File: src/rtl/tensor_dtile_writeback_pkg.sv
// Shared types and parameter helpers for the D-tile writeback path.
`ifndef NW_WIDTH
`define NW_WIDTH 4
`endif

package tensor_dtile_writeback_pkg;

    typedef logic [3:0][3:0][31:0] dtile_t;

    typedef enum logic {StIdle, StDrain} wb_state_e;

    function automatic bit rows_per_beat_legal(input int unsigned rpb);
        return (rpb == 1) || (rpb == 2) || (rpb == 4);
    endfunction

    function automatic int unsigned beat_width(input int unsigned num_beats);
        return (num_beats > 1) ? $clog2(num_beats) : 1;
    endfunction

endpackage

File: src/rtl/tensor_wb_beat_ctr.sv
// Beat index counter: advances on enable, wraps to zero after the last beat,
// synchronous clear has priority over enable.
module tensor_wb_beat_ctr #(
    parameter int unsigned NumBeats = 4,
    parameter int unsigned BeatW    = 2
) (
    input  logic             clk_i,
    input  logic             rst_ni,
    input  logic             en_i,
    input  logic             clr_i,
    output logic [BeatW-1:0] beat_o,
    output logic             last_o
);

    logic [BeatW-1:0] beat_q, beat_d;

    assign last_o = (beat_q == BeatW'(NumBeats - 1));
    assign beat_o = beat_q;

    always_comb begin
        beat_d = beat_q;
        if (clr_i) begin
            beat_d = '0;
        end else if (en_i) begin
            beat_d = last_o ? '0 : beat_q + BeatW'(1);
        end
    end

    always_ff @(posedge clk_i or negedge rst_ni) begin
        if (!rst_ni) begin
            beat_q <= '0;
        end else begin
            beat_q <= beat_d;
        end
    end

endmodule

File: src/rtl/tensor_dtile_writeback.sv
// Latches one 4x4 FP32 D tile and drains it ROWS_PER_BEAT rows per beat onto the
// commit bus; a new tile may be taken on the cycle the last beat leaves.
`ifndef NW_WIDTH
`define NW_WIDTH 4
`endif

module tensor_dtile_writeback
    import tensor_dtile_writeback_pkg::*;
#(
    parameter int unsigned  ROWS_PER_BEAT = 1,
    localparam int unsigned NUM_BEATS     = 4 / ROWS_PER_BEAT,
    localparam int unsigned BEAT_W        = beat_width(NUM_BEATS)
) (
    input  logic                                  clk,
    input  logic                                  reset,
    input  logic                                  valid_in,
    output logic                                  ready_in,
    input  logic [3:0][3:0][31:0]                 D_tile,
    input  logic [`NW_WIDTH-1:0]                  D_wid,
    output logic                                  valid_out,
    input  logic                                  ready_out,
    output logic [ROWS_PER_BEAT-1:0][3:0][31:0]   out_rows,
    output logic [BEAT_W-1:0]                     out_beat,
    output logic                                  out_last,
    output logic [`NW_WIDTH-1:0]                  out_wid,
    output logic [31:0]                           tiles_done
);

    if (!rows_per_beat_legal(ROWS_PER_BEAT)) begin : g_bad_rows_per_beat
        $error("tensor_dtile_writeback: ROWS_PER_BEAT must be 1, 2 or 4");
    end

    wb_state_e              state_q, state_d;
    dtile_t                 tile_q;
    logic [`NW_WIDTH-1:0]   wid_q;
    logic [31:0]            tiles_done_q;
    logic [BEAT_W-1:0]      beat;
    logic                   beat_last;
    logic                   in_fire, out_fire;

    assign valid_out = (state_q == StDrain);
    // Gate with state so a single-beat configuration still reads 0 while idle.
    assign out_last  = valid_out && beat_last;
    assign out_fire  = valid_out && ready_out;
    assign ready_in  = (state_q == StIdle) || (out_fire && out_last);
    assign in_fire   = valid_in && ready_in;

    assign out_beat   = beat;
    assign out_wid    = wid_q;
    assign tiles_done = tiles_done_q;

    tensor_wb_beat_ctr #(
        .NumBeats (NUM_BEATS),
        .BeatW    (BEAT_W)
    ) u_beat_ctr (
        .clk_i  (clk),
        .rst_ni (reset),
        .en_i   (out_fire),
        .clr_i  (in_fire),
        .beat_o (beat),
        .last_o (beat_last)
    );

    always_comb begin
        out_rows = '0;
        for (int unsigned r = 0; r < ROWS_PER_BEAT; r++) begin
            out_rows[r] = tile_q[2'(32'(beat) * ROWS_PER_BEAT + r)];
        end
    end

    always_comb begin
        state_d = state_q;
        unique case (state_q)
            StIdle: begin
                if (in_fire) state_d = StDrain;
            end
            StDrain: begin
                if (out_fire && out_last) state_d = in_fire ? StDrain : StIdle;
            end
            default: state_d = StIdle;
        endcase
    end

    always_ff @(posedge clk or negedge reset) begin
        if (!reset) begin
            state_q      <= StIdle;
            tile_q       <= '0;
            wid_q        <= '0;
            tiles_done_q <= '0;
        end else begin
            state_q <= state_d;
            if (in_fire) begin
                tile_q <= D_tile;
                wid_q  <= D_wid;
            end
            if (out_fire && out_last) tiles_done_q <= tiles_done_q + 32'd1;
        end
    end

    a_no_valid_in_idle: assert property (@(posedge clk) disable iff (!reset)
        !(state_q == StIdle && valid_out));

endmodule

File: config.mk
export PLATFORM = sky130hd
export DESIGN_NAME = tensor_dtile_writeback
export DESIGN_NICKNAME = d
export VERILOG_FILES = /design/src/rtl/tensor_dtile_writeback_pkg.sv /design/src/rtl/tensor_wb_beat_ctr.sv /design/src/rtl/tensor_dtile_writeback.sv
export SDC_FILE = /design/constraint.sdc
export NUM_CORES = 1
export LEC_CHECK = 0
export ABC_CLOCK_PERIOD_IN_PS = 2440
export CORE_AREA = 2 2 270 272
export DETAILED_ROUTE_END_ITERATION = 7
export DIE_AREA = 0 0 272 274
export GPL_TIMING_DRIVEN = 0
export PLACE_DENSITY = 0.65
export SLEW_MARGIN = 30
export SYNTH_ARGS = -nofsm -noshare
export SYNTH_HDL_FRONTEND = slang
export SYNTH_SLANG_ARGS = --single-unit
File: constraint.sdc
create_clock -name clk -period 2.44 [get_ports clk]
set_input_delay 0.488 -clock clk [delete_from_list [all_inputs] [get_ports clk]]
set_output_delay 0.488 -clock clk [all_outputs]
set_load 0.01 [all_outputs]
==> results of run 1 <==
## path summary, 6_finish.rpt
path                                             startpoint                          to  slack (ps)  depth (start not counted)
hold / removal                                    ready_out   tiles_done[2]$_DFFE_PN0P_         280                          3
setup reg to reg           u_beat_ctr.beat_o[0]$_DFFE_PN0P_     tile_q[302]$_DFFE_PN0P_         120                          8
hold reg to reg                  tiles_done[31]$_DFFE_PN0P_  tiles_done[31]$_DFFE_PN0P_         490                          1
min in group asynchronous                             reset     tile_q[427]$_DFFE_PN0P_         470                          2
setup / recovery           u_beat_ctr.beat_o[0]$_DFFE_PN0P_               out_rows[113]        -410                          7
max in group asynchronous                             reset     tile_q[358]$_DFFE_PN0P_         560                          4
## routing by layer
layer / track usage [%] / wire [um]
met1: 25.0 / 30600
met2: 36.4 / 41100
met3: 6.76 / 6320
met4: 9.09 / 2840
met5: 0 / 79
## Yosys cell counts, types with 3 or more instances
library cell,n
buf_2,69
and3_1,4
nand4_1,9
nor2_1,6
dfrtp_1,551
clkbuf_1,18
nand3_1,12
mux4_2,128
nor3_2,7
and2_1,4
xor2_1,15
nand2_1,17
xnor2_1,16
mux2_2,518
and4_1,3
## kinds of logic (layout without fill, tap and decap cells)
family                   count (synthesis)  after routing
other                                    0             23
adder cells (fa/ha/maj)                  2              2
flip-flops                             551            551
AO/OA/AOI/OAI                            3              3
AND/OR/NAND/NOR                         72             72
multiplexers                           646            646
buffers and inverters                   92            964
XOR/XNOR                                31             31
## sequential cells by signal (all words and copies together), names as in the netlist
name and cells:
tile_q 512, tiles_done 32, u_beat_ctr.beat_o 2, out_wid 4, valid_out 1
## power groups by stage
| stage | clock network [uW] | registers [uW] | logic (uW) |
|---|---|---|---|
| after floorplan | 0 | 15000 | 10900 |
| after CTS | 10200 | 15800 | 20700 |
| after global routing | 10600 | 16400 | 23200 |
| after detailed placement | 0 | 16000 | 19100 |
| final | 9920 | 15900 | 21900 |
| after global placement | 0 | 15800 | 18800 |
## per-stage QoR
stage / area, um2 / std cells / hold slack (ps)
final: 35700 / 3251 / 281
after global routing: 35700 / 3246 / 271
after CTS: 35100 / 3209 / 229
after detailed placement: 32000 / 3049 / 488
after global placement: 31800 / 3043 / 459
after floorplan: 23700 / 1397 / 192
## timing repair
action | CTS | global route
hold buffers | 1 | 0
buffers inserted | 37 | 24
endpoints found under the setup margin | 570 | 173
cloned | 8 | 2
resized for setup | 726 | 150
endpoints found under the hold margin | 67 | 0
## tightest hold or removal path, stage by stage
cell and delay [ps]:
buf_2 160, nand3_1 110, xnor2_1 60
## area by class of cell
type,instances,share of cell area (%)
Timing Repair Buffer,761,22.7
Clock buffer,99,5.57
Clock inverter,15,0.574
Tap cell,959,3.36
Buffer,87,2.42
Multi-Input combinational cell,754,26.6
Sequential cell,551,38.6
Inverter,2,0.0210
Antenna cell,23,0.161
==> reports/summary.md, run 1 <==
## CTS
- 66 — TritonCTS Buffers
- 60 ps — CTS clk-pin slew, worst paths
- yes — TritonCTS clock tree
- 551 — clock sink total
- 3 — H-Tree Level Count
- 600 ps — source-to-sink clock delay at the later pin of the worst-skew pair
- clkbuf_16 — cell at the root of the clock tree
- 3 — clk buf depth

## Yosys
- 551 — register bit count reported by yosys
- 100% — async set-reset flop share out of synthesis
- 30 — Distinct cells, synth
- 1397 — post-synthesis instance total
- 0.105% — adder and majority cell fraction of the synthesized area
- 0 — number of warnings reported in the yosys synthesis log
- dfrtp_1 — dominant cell type by area after synthesis
- 1919 — post-synth net total
- 58.1% — Seq/Total Area, Yosys
- 17.0 um2 — synthesized area divided by synthesized cell count
- dfrtp_1 58%, mux2_2 25%, mux4_2 12% — dominant cells by area after synthesis
- dfrtp_1 — most used flip-flop cell after synthesis
- multiplexers — combinational family with the most area after synthesis
- 0.0949% — area fraction in compound gates after synthesis
- 58.1% — share of Yosys cell area claimed by the top area cell type
- 23700 um2 — Post-Syn Area
- 1.14% — post-synthesis share of cell area spent on xor and xnor gates
- 1.95% — synthesized-area fraction occupied by and/or/nand/nor cells
- 36.7% — multiplexer share of the synthesized area
- 0 — number of enable-type register cells in the synthesized netlist

## Timing
- 24.5 ps — Worst Clk Skew
- -38400 ps — final setup TNS
- 2850 ps — post-layout min period
- true — unrepaired setup endpoints after global routing
- 0.351 GHz — top achievable clock speed
- 128 — setup-violating endpoint count in the final report
- 53.9% — worst rel slew slack
- 117% — final worst path period share
- 0 — count of endpoints failing hold in the final timing report
- -405 ps — final setup slack of the worst path
- 686 ps — worst-margin pin slew
- 0 — Pins Over Slew Limit

## Pwr
- 30.4% — Sw Share
- 0.0151 uW — static leakage
- 45.9% — combinational fraction of design power
- 47700 uW — post-layout total power
- 33.3% — register share of total power
- 14500 uW — net switching power figure
- 1340 nW/um2 — power per standard cell area
- 33200 uW — internal power
- 20.8% — clock network power share
- 0.649 mV — worst voltage drop across the vdd grid

## Global routing
- 28 — number of antenna violations at the first check in global routing
- 117000 um — first-pass GRT wire length
- 89 — pin count of the biggest net entering global routing
- 0 — GRT overflow
- 17.6k — via count of the first global-routing pass
- 21.4% — total track usage

## Cells and area
- 49.6% — Final Core Density
- 556 x clkdlybuf4s50_1, 550 x dfrtp_1, 518 x mux2_2 — most frequent cells in the layout
- 6065 — filler cell count
- 50.6% — synthesis-to-finish area growth
- 2745 — fin nets
- 46.1% — share of cells above drive strength 1
- 13800 um2 — flip-flop and latch area
- clkdlybuf4s50_1 — most common library cell in the layout ignoring fill and taps
- 9500 um2 — total area of multi-input combinational cells

## Die
- 33.0% — effective utilization at floorplan
- 99 — number of rows in the core area
- 74500 um2 — area of the die
- 274 um — die span in y
- 72000 um2 — placeable core region
- 689 — total I/O pin count
- 272 um — Die X-Extent

## Route
- 80900 um — Detailed Route WL
- 6 — first drt pass iteration count
- 15.9k — Via Count
- 659 — drt initial violations
- 4.88 — detail-routed via count per cell
- 24.9 um — average wire per cell in the routed design
- 0 — Post-DRT Antenna Nets
- 0 — Post-route DRC

## Placed design
- 687 — number of buffers inserted by port buffering
- 0.848 — Final Wtd Congestion
- -1130 ps — worst slack after detailed placement
- 58700 um — HPWL after detailed placement

## Job
- 0 — max capacitance violation total

## Critical path
- buffers and inverters — Largest delay share family, worst path
- 1950 ps — data required time at the worst endpoint
- 2360 ps — WP data arrival
- primary output — nature of the critical path endpoint
- 500 ps — max incr delay on CP
- 6 — worst path bufs/invs
- clkbuf_16, clkbuf_16, buf_12, buf_16, buf_6, mux4_2, buf_6 — crit path cell chain
- flip-flop to primary output — Worst Path Class, Setup
- mux4_2 — Slowest cell on crit path
- flip-flop — kind of start point of the critical path
- 6 — maximum fanout along the worst path

## Run status
- finished, violations left — status
- setup timing — violated checks

## Hold path
- input pin to flip-flop — class of the tightest hold or removal check

(Power assumes the default switching activity.)
==> run 2, diff against run 1 <==
Settings changed: GPL_ROUTABILITY_DRIVEN set to 1, PLACE_DENSITY 0.65 to 0.63.
==> run 2 against run 1 <==
The run still ends with setup timing left. Critical path type unchanged. Non-clock buffer count down 6. Largest cell class unchanged. Largest power group unchanged. Combinational power down 6%. Sequential share of layout area up 0.53 points. Die area unchanged. Critical endpoint is now out_rows[82].
==> reports/summary.md, run 2 (synthesis results as in run 1) <==
## Critical path
- flip-flop to primary output — Worst Path Class, Setup, unchanged
- flip-flop — kind of start point of the critical path, unchanged
- 1950 ps — data required time at the worst endpoint, about the same
- primary output — nature of the critical path endpoint, unchanged
- 6 — worst path bufs/invs, unchanged
- buf_12 — Most common cell on crit path
- mux4_2 — Slowest cell on crit path, unchanged
- 2380 ps — WP data arrival, was 2360 ps
- clkbuf_16, clkbuf_16, buf_12, buf_12, buf_12, mux4_2, buf_6 — crit path cell chain, was clkbuf_16, clkbuf_16, buf_12, buf_16, buf_6, mux4_2, buf_6
- buffers and inverters — Largest delay share family, worst path, unchanged
- 490 ps — max incr delay on CP, was 500 ps
- 6 — maximum fanout along the worst path, unchanged

## Route
- 551 — drt initial violations, was 659
- 4 — first drt pass iteration count, was 6
- 15.7k — Via Count, was 15.9k
- 0 — Post-DRT Antenna Nets, unchanged
- 25.2 um — average wire per cell in the routed design, was 24.9 um
- 4.85 — detail-routed via count per cell, was 4.88
- 81600 um — Detailed Route WL, was 80900 um
- 0 — Post-route DRC, unchanged

## CTS
- yes — TritonCTS clock tree, unchanged
- clkbuf_16 — cell at the root of the clock tree, unchanged
- 2 — H-Tree Level Count, was 3
- 3 — clk buf depth, unchanged
- 551 — clock sink total, unchanged
- 61 — TritonCTS Buffers, was 66
- 60 ps — CTS clk-pin slew, worst paths, about the same
- 610 ps — source-to-sink clock delay at the later pin of the worst-skew pair, was 600 ps

## Die
- 33.0% — effective utilization at floorplan, unchanged
- 274 um — die span in y, unchanged
- 689 — total I/O pin count, unchanged
- 74500 um2 — area of the die, unchanged
- 272 um — Die X-Extent, unchanged
- 72000 um2 — placeable core region, unchanged
- 99 — number of rows in the core area, unchanged

## Cells and area
- 13800 um2 — flip-flop and latch area, unchanged
- 35200 um2 — Layout Cell Area excl Fill, was 35700 um2
- tile_q — register ranked first by flip-flop count, unchanged
- 48.5% — synthesis-to-finish area growth, was 50.6%
- 9500 um2 — total area of multi-input combinational cells, unchanged
- 556 x clkdlybuf4s50_1, 550 x dfrtp_1, 518 x mux2_2 — most frequent cells in the layout, unchanged
- 49.0% — Final Core Density, was 49.6%
- 46.1% — share of cells above drive strength 1, about the same
- 2734 — fin nets, was 2745
- 6140 — filler cell count, was 6065
- 3237 — count of non-filler cells in the finished layout, was 3251
- 512 — number of flip-flops under the largest register name, unchanged
- clkdlybuf4s50_1 — most common library cell in the layout ignoring fill and taps, unchanged

## Placed design
- -1060 ps — worst slack after detailed placement, was -1130 ps
- 32000 um2 — Cell Area, Placed, about the same
- 687 — number of buffers inserted by port buffering, unchanged
- 3050 — placed insts, was 3049
- 59900 um — HPWL after detailed placement, was 58700 um
- 0.854 — Final Wtd Congestion, was 0.848

## Hold path
- input pin to flip-flop — class of the tightest hold or removal check, unchanged

## Global routing
- 87 — pin count of the biggest net entering global routing, was 89
- 28 — number of antenna violations at the first check in global routing, unchanged
- 116000 um — first-pass GRT wire length, was 117000 um
- 0 — GRT overflow, unchanged
- 21.2% — total track usage, was 21.4%
- 17.5k — via count of the first global-routing pass, was 17.6k

## Timing
- true — unrepaired setup endpoints after global routing, unchanged
- 2870 ps — post-layout min period, was 2850 ps
- 0 — Pins Over Slew Limit, unchanged
- -429 ps — final setup slack of the worst path, was -405 ps
- 0 — count of endpoints failing hold in the final timing report, unchanged
- 790 ps — worst-margin pin slew, was 686 ps
- 0.349 GHz — top achievable clock speed, was 0.351 GHz
- 46.9% — worst rel slew slack, was 53.9%
- 13.5 ps — Worst Clk Skew, was 24.5 ps
- 118% — final worst path period share, was 117%
- 128 — setup-violating endpoint count in the final report, unchanged

## Job
- 0 — max capacitance violation total, unchanged

## Pwr
- 0.654 mV — worst voltage drop across the vdd grid, was 0.649 mV
- 1310 nW/um2 — power per standard cell area, was 1340 nW/um2
- 0.0150 uW — static leakage, was 0.0151 uW
- 46000 uW — post-layout total power, was 47700 uW

## Run status
- setup timing — violated checks, unchanged
- finished, violations left — status, unchanged

-- run 2: repair_timing --
item                                    4_1_cts  5_1_grt
endpoints found under the setup margin      477      415
gates cloned                                  4        8
hold buffers                                  1        0
setup buffers                                15       32
resized for setup                           516      219
endpoints found under the hold margin        47        0
-- run 2: power by group --
group          internal (uW)  switching, uW  total [uW]
clock network           5730           3830        9570
logic                  12600           7980       20500
registers              13600           2350       15900
-- run 2: final cells by class --
cell class              count  share of cell area (%)
repair buffers            754                    21.9
clock inverters            25                   0.902
clock buffers              86                    5.00
flip-flops and latches    551                    39.1
plain buffers              88                    2.55
inverters                   2                  0.0213
well taps                 959                    3.40
diodes                     18                   0.128
multi-input cells         754                    27.0
-- run 2: metal layers --
metal,up-vias,share of wire [%],GRT usage [%]
met2,513,51,36.5
met4,22,3.2,7.75
li1,6854,-,-
met3,149,6.8,6.49
met5,-,0.18,0
met1,8176,39,25.1
-- run 2: path summary, 6_finish.rpt --
check	start	endpoint	slack (ps)	cells after the start
worst min-delay path	ready_out	tiles_done[2]$_DFFE_PN0P_	230	3
max in group asynchronous	reset	tile_q[503]$_DFFE_PN0P_	290	6
worst max register to register	u_beat_ctr.beat_o[0]$_DFFE_PN0P_	tile_q[190]$_DFFE_PN0P_	120	9
worst min register to register	tiles_done[31]$_DFFE_PN0P_	tiles_done[31]$_DFFE_PN0P_	470	1
min in group asynchronous	reset	tile_q[42]$_DFFE_PN0P_	360	2
worst max-delay path	u_beat_ctr.beat_o[0]$_DFFE_PN0P_	out_rows[82]	-430	7
-- run 2: stage by stage --
stage	TNS, ps	hold WS, ps
6_report	-39050	235
4_1_cts	-53430	195
3_5_place_dp	-175850	410
5_1_grt	-49920	241
2_1_floorplan	0	192
3_3_place_gp	-	468
-- run 2: worst reg2reg max path, delay by kind of cell, from the launching register on --
| family | cells | cell delay, ps |
|---|---|---|
| fa+ha+maj | 1 | 220 |
| buf+inv | 4 | 900 |
| flops | 1 | 410 |
| mux | 1 | 390 |
| simple gates | 3 | 300 |
